===== src/rtl/cache_wb_buffer.sv =====
`default_nettype none
// ============================================================================
// Module      : cache_wb_buffer
// Description : Write-back (victim) buffer between the L1 cache memory port
//               and main memory. Absorbs dirty-line evictions in a circular
//               FIFO, drains them in the background and forwards pending
//               lines to cache line-fill reads.
// Revision    : 1.0 - initial release
// ============================================================================
module cache_wb_buffer #(
    parameter int DEPTH  = 4,
    parameter int LINE_W = 256,
    parameter int ADDR_W = 32
) (
    input  logic              clk,
    input  logic              reset,
    input  logic [ADDR_W-1:0] a,
    input  logic              read,
    input  logic              write,
    input  logic [LINE_W-1:0] wd,
    output logic [LINE_W-1:0] rd,
    output logic              rd_valid,
    output logic              ready,
    output logic              empty,
    output logic [ADDR_W-1:0] mm_a,
    output logic              mm_read,
    output logic              mm_write,
    output logic [LINE_W-1:0] mm_wd,
    input  logic [LINE_W-1:0] mm_rd,
    input  logic              mm_rd_valid,
    input  logic              mm_ready
);

    localparam int LA_W  = ADDR_W - 5;
    localparam int PTR_W = $clog2(DEPTH);
    localparam int CNT_W = $clog2(DEPTH + 1);
    localparam logic [CNT_W-1:0] FULL_COUNT = CNT_W'(DEPTH);

    typedef enum logic [2:0] {
        ST_IDLE    = 3'd0,
        ST_DR_WAIT = 3'd1,
        ST_RD_REQ  = 3'd2,
        ST_RD_WAIT = 3'd3,
        ST_RD_RESP = 3'd4,
        ST_RD_HIT  = 3'd5
    } state_t;

    state_t             state;
    state_t             next_state;

    // Entry storage: valid bits are reset, address/data arrays are not.
    logic [DEPTH-1:0]   valid;
    logic [LA_W-1:0]    line_mem [DEPTH];
    logic [LINE_W-1:0]  data_mem [DEPTH];
    logic [PTR_W-1:0]   head;
    logic [PTR_W-1:0]   tail;
    logic [CNT_W-1:0]   count;

    // Held off until the first clock after reset so ready stays low in reset.
    logic               active;
    logic [LA_W-1:0]    req_line;

    logic [LA_W-1:0]    a_line;
    logic               hit;
    logic [PTR_W-1:0]   hit_idx;
    logic               accept;
    logic               do_alloc;
    logic               do_merge;
    logic               do_drain;
    logic               do_hit;
    logic               do_mm_read;
    logic               do_resp;
    logic               unused_bits;

    assign a_line      = a[ADDR_W-1:5];
    assign unused_bits = ^a[4:0];

    assign ready  = active && (state == ST_IDLE || state == ST_DR_WAIT) && (count < FULL_COUNT);
    assign empty  = (count == '0) && (state == ST_IDLE);
    assign accept = ready && (read || write);

    // Associative lookup of the request line against all valid entries.
    always_comb begin
        hit     = 1'b0;
        hit_idx = '0;
        for (int i = 0; i < DEPTH; i++) begin
            if (valid[i] && (line_mem[i] == a_line)) begin
                hit     = 1'b1;
                hit_idx = PTR_W'(i);
            end
        end
    end

    // State register.
    always_ff @(posedge clk or posedge reset) begin
        if (reset) begin
            state <= ST_IDLE;
        end else begin
            state <= next_state;
        end
    end

    // Next-state and datapath strobes; a read wins when read and write collide.
    always_comb begin
        next_state = state;
        do_alloc   = 1'b0;
        do_merge   = 1'b0;
        do_drain   = 1'b0;
        do_hit     = 1'b0;
        do_mm_read = 1'b0;
        do_resp    = 1'b0;
        case (state)
            ST_IDLE, ST_DR_WAIT: begin
                if (state == ST_DR_WAIT && mm_ready) begin
                    next_state = ST_IDLE;
                end
                if (accept) begin
                    if (read) begin
                        if (hit) begin
                            do_hit     = 1'b1;
                            next_state = ST_RD_HIT;
                        end else begin
                            next_state = ST_RD_REQ;
                        end
                    end else if (hit) begin
                        do_merge = 1'b1;
                    end else begin
                        do_alloc = 1'b1;
                    end
                end else if (state == ST_IDLE && count != '0 && mm_ready) begin
                    do_drain   = 1'b1;
                    next_state = ST_DR_WAIT;
                end
            end
            ST_RD_REQ: begin
                if (mm_ready) begin
                    do_mm_read = 1'b1;
                    next_state = ST_RD_WAIT;
                end
            end
            ST_RD_WAIT: begin
                if (mm_rd_valid) begin
                    do_resp    = 1'b1;
                    next_state = ST_RD_RESP;
                end
            end
            ST_RD_RESP, ST_RD_HIT: begin
                next_state = ST_IDLE;
            end
            default: begin
                next_state = ST_IDLE;
            end
        endcase
    end

    // FIFO bookkeeping: allocate at tail, dequeue at head, never both at once.
    always_ff @(posedge clk or posedge reset) begin
        if (reset) begin
            valid    <= '0;
            head     <= '0;
            tail     <= '0;
            count    <= '0;
            active   <= 1'b0;
            req_line <= '0;
        end else begin
            active <= 1'b1;
            if (do_alloc) begin
                valid[tail] <= 1'b1;
                tail        <= tail + 1'b1;
                count       <= count + 1'b1;
            end
            if (do_drain) begin
                valid[head] <= 1'b0;
                head        <= head + 1'b1;
                count       <= count - 1'b1;
            end
            if (accept && read) begin
                req_line <= a_line;
            end
        end
    end

    // Entry address/data storage; a merge rewrites data in place.
    always_ff @(posedge clk) begin
        if (do_alloc) begin
            line_mem[tail] <= a_line;
            data_mem[tail] <= wd;
        end
        if (do_merge) begin
            data_mem[hit_idx] <= wd;
        end
    end

    // Registered cache-side and memory-side outputs; data buses hold when idle.
    always_ff @(posedge clk or posedge reset) begin
        if (reset) begin
            rd       <= '0;
            rd_valid <= 1'b0;
            mm_a     <= '0;
            mm_read  <= 1'b0;
            mm_write <= 1'b0;
            mm_wd    <= '0;
        end else begin
            rd_valid <= do_hit || do_resp;
            mm_read  <= do_mm_read;
            mm_write <= do_drain;
            if (do_hit) begin
                rd <= data_mem[hit_idx];
            end else if (do_resp) begin
                rd <= mm_rd;
            end
            if (do_drain) begin
                mm_a  <= {line_mem[head], 5'b0};
                mm_wd <= data_mem[head];
            end else if (do_mm_read) begin
                mm_a  <= {req_line, 5'b0};
            end
        end
    end

endmodule
`default_nettype wire


===== config.mk =====
export PLATFORM = sky130hd
export DESIGN_NAME = cache_wb_buffer
export DESIGN_NICKNAME = d
export VERILOG_FILES = /design/src/rtl/cache_wb_buffer.sv
export SDC_FILE = /design/constraint.sdc
export NUM_CORES = 2
export LEC_CHECK = 0
export ABC_AREA = 0
export CORE_MARGIN = 2
export CORE_UTILIZATION = 29
export CTS_CLUSTER_SIZE = 25
export DETAILED_ROUTE_END_ITERATION = 6
export PLACE_DENSITY = 0.58
export SLEW_MARGIN = 20
export SYNTH_ARGS = -nofsm -noshare
export SYNTH_HDL_FRONTEND = slang
export SYNTH_SLANG_ARGS = --single-unit

===== constraint.sdc =====
create_clock -name clk -period 29.7 [get_ports clk]
set_input_delay 5.94 -clock clk [delete_from_list [all_inputs] [get_ports clk]]
set_output_delay 5.94 -clock clk [all_outputs]
set_load 0.01 [all_outputs]

==> results.md <==
* Critical Path RT at 30360 ps
* Area growth, synth to finish at 28.2%
* CTS clock-pin slew for the worst setup and hold paths at 60 ps
* Yosys reg bits at roughly 1700
* WHS Path Cells at 2
* Area share of the largest cell type after synthesis at 0.458
* Hold Crit Class: reg -> reg
* Seq/Total Area, Yosys at 0.655
* PostCTS Resize Cnt at 0
* Post-synthesis instance area at around 74000 sq um
* ANT nets after route at 0
* Cell taking the most area after synthesis: edfxtp_1
* Layout Skew at between 50 and 60 ps
* Initial core utilization at 0.292
* Fillcell total at 24100
* First-pass GRT wire length at about 410000 um
* I/O pin cnt at 1099
* Max Fclk at 94.4 MHz
* Status: finished clean
* CTS tree: built
* Setup Crit Path Kind: in -> reg
* Initial drt markers at between 5000 and 6000
* Synth area leaders: edfxtp_1 (46%), dfrtp_1 (20%), mux4_2 (8.6%), nand2_1 (8.1%), a31o_2 (2.8%)
* RD Place Congestion at 0.850
* Setup TNS at 0 ps
* Nets at 7135
* Dpl ws at 18100 ps
* Die width at 510 um
* Synthesized area per cell at 13.2 sq um
* Number of buffers created by CTS at between 150 and 200
* Largest net degree at the start of global routing at 141
* Area occupied by multi-input gates at 23600 sq um
* Vias/cell at 5.27
* Ys async rst share at 0.340
* DRT Wirelength at 291000 um
* RSZ-0062 raised after global routing: false
* Final setup viols at 0
* Setup slack after layout at 19110 ps
* CP max stage delay at 780 ps
* Vias in the first global route at approximately 54000
* Seq. cell area at around 50000 sq um
* Post-DP HPWL at 186000 um
* Mapped Cells at 5640
* PortBufs at 1088
* Static Leak at 34.3 nW
* Die area at 260000 sq um
* Post-synthesis simple-gate area fraction at 0.111
* Top cell by count, worst path: buf_4
* Wirelength per Cell at roughly 29 um
* Router iterations before antenna repair at 5
* Core area at 254000 sq um
* Postcts setup bufs at 0
* Share of cells above drive strength 1 at 0.144
* Mux cell area share after synthesis at 0.0917
* Post-synthesis adder-cell area fraction at 0.00162
* Relative slew slack at 0.0617
* Cells on worst reg2reg path at 11
* Post-synthesis xor/xnor area fraction at 0.0131
* Die Ht at 510 um
* Max IR drop VDD at approximately 0.061 mV
* Worst Setup Start Kind: input port
* Clock root cell: clkbuf_16
* Placed cell count at approximately 10000
* Worst Path Max Fanout at 88
* Row count at roughly 190
* CTS Hold Bufs at 0
* Netlist cell types at 50
* Crit. End Element: flop
* Crit-path slowest cell: buf_4
* Compound-Gate Fraction of Synth Area at 0.0996
* Critical-path cell list: clkdlybuf4s50_1 > xnor2_1 > nand4_1 > nor4_1 > nand4_1 > buf_4 > buf_4 > a31oi_4 > buf_4 > buf_4 > buf_4 > a31oi_1
* Predominant post-synthesis flop cell: edfxtp_1
* Number of synthesized flops with an enable pin at 1132
* MaxCap Viol Count at 0
* Ys Warns at 0
* Slew Limit Fails at 0
* Tot GR Track Use at 0.216
* Placed Area at 88200 sq um
* Power Density at between 80 and 90 nW/um^2
* Fin cells at 10200
* CTS Sinks at 1716
* Worst-skew pair later-pin latency at 860 ps
* DRC Markers at 0
* H-tree depth at 4
* Slew @ Worst Pin at 1410 ps
* Worst Path Arrival at between 10000 and 15000 ps
* Finished Cell Area at 95100 sq um
* Initial antenna violation count at 113
* Via count at 53600
* Clock Path Buffers at 3
* Min Tclk post-route at 10590 ps
* Endpoints failing hold at 0
* Grt ovf at 0
* Main combinational cell family by area after synthesis: simple AND/OR/NAND/NOR gates
* Period utilization at 0.357
## routing by layer
metal  vias to the layer above  track usage  share of wire
met5                         -            0         0.0018
met4                        78       0.0962          0.043
met3                       542       0.0647          0.095
met2                      2447        0.337           0.46
met1                     27700        0.278           0.40
li1                      22800            -              -
## kinds of logic after synthesis
logic type	after synthesis
muxes	322
adders and majority gates	9
other	2
AOI/OAI and AO/OA	1073
xor gates and xnor gates	111
and+or+nand+nor	1949
buffers and inverters	458
DFF	1716
## power by group
group	total (W)	internal [W]	switching, W	leakage, nW
combinational	0.00263	0.00127	0.00136	13.5
sequential	0.00327	0.00297	0.000302	17.5
clock	0.00252	0.00149	0.00103	3.28
## worst max-delay path, delay by kind of cell
kind / cells / cell delay, ps
and+or+nand+nor: 3 / 630
xor gates and xnor gates: 1 / 520
AOI/OAI and AO/OA: 2 / 530
buffers and inverters: 6 / 3440
## sequential cells by signal, indices dropped and copies added (netlist names)
signal    cells
data_mem   1024
mm_wd       256
rd          256
line_mem    108
mm_a         27
req_line     27
valid         4
count         3
state         3
head          2
tail          2
active        1
mm_read       1
mm_write      1
rd_valid      1
## stage by stage
stage          utilization  total power [W]  hold WS [ps]
6_report             0.374          0.00842           471
5_1_grt              0.374          0.00877           489
4_1_cts              0.373          0.00850           476
3_5_place_dp         0.347          0.00596           461
3_3_place_gp         0.347          0.00595           456
2_1_floorplan            -          0.00453           461
## cell usage in the layout (no fill, tap or decap), types with 7 or more instances in the layout
cell,n
ha_1,8
a31oi_1,256
a211oi_1,257
inv_1,7
bufinv_16,24
nand2_1,1590
a31o_1,18
clkbuf_8,20
dfrtp_1,582
xor2_1,27
nand4_1,43
nor4_1,14
clkinv_1,17
mux2i_1,12
clkbuf_16,197
and2_1,257
a22oi_1,18
mux4_2,283
mux2_2,27
buf_4,92
o21ai_0,271
clkbuf_1,45
clkinv_2,37
a31o_2,238
xnor2_1,84
edfxtp_1,1132
diode_2,59
clkdlybuf4s50_1,1088
## final timing paths
check | slack [ps] | from | end
max in group asynchronous | 21350 | reset | mm_wd[240]
setup / recovery | 19110 | a[20] | rd[242]
hold / removal | 470 | mm_a[12] | mm_a[12]
hold reg to reg | 470 | mm_a[12] | mm_a[12]
setup reg to reg | 24500 | line_mem[2][15] | rd[242]
min in group asynchronous | 5560 | reset | rd[148]
## Yosys cell counts, types with 23 or more instances
| cell | instances |
|---|---|
| nand2_1 | 1591 |
| edfxtp_1 | 1132 |
| dfrtp_1 | 584 |
| clkbuf_1 | 347 |
| mux4_2 | 283 |
| o21ai_0 | 271 |
| and2_1 | 261 |
| a211oi_1 | 257 |
| a31oi_1 | 257 |
| a31o_2 | 238 |
| xnor2_1 | 84 |
| buf_2 | 46 |
| nand4_1 | 43 |
| mux2_2 | 27 |
| xor2_1 | 27 |
| buf_4 | 23 |
| buf_6 | 23 |
## area by class of cell
type                    count  share of cell area
diodes                     59             0.00155
clock buffers             262              0.0565
clock inverters           102              0.0138
inverters                   9            0.000513
multi-input cells        3470               0.249
flip-flops and latches   1716               0.511
well taps                3366              0.0443
repair buffers           1187               0.123
Power figures use the tool's default switching activity.
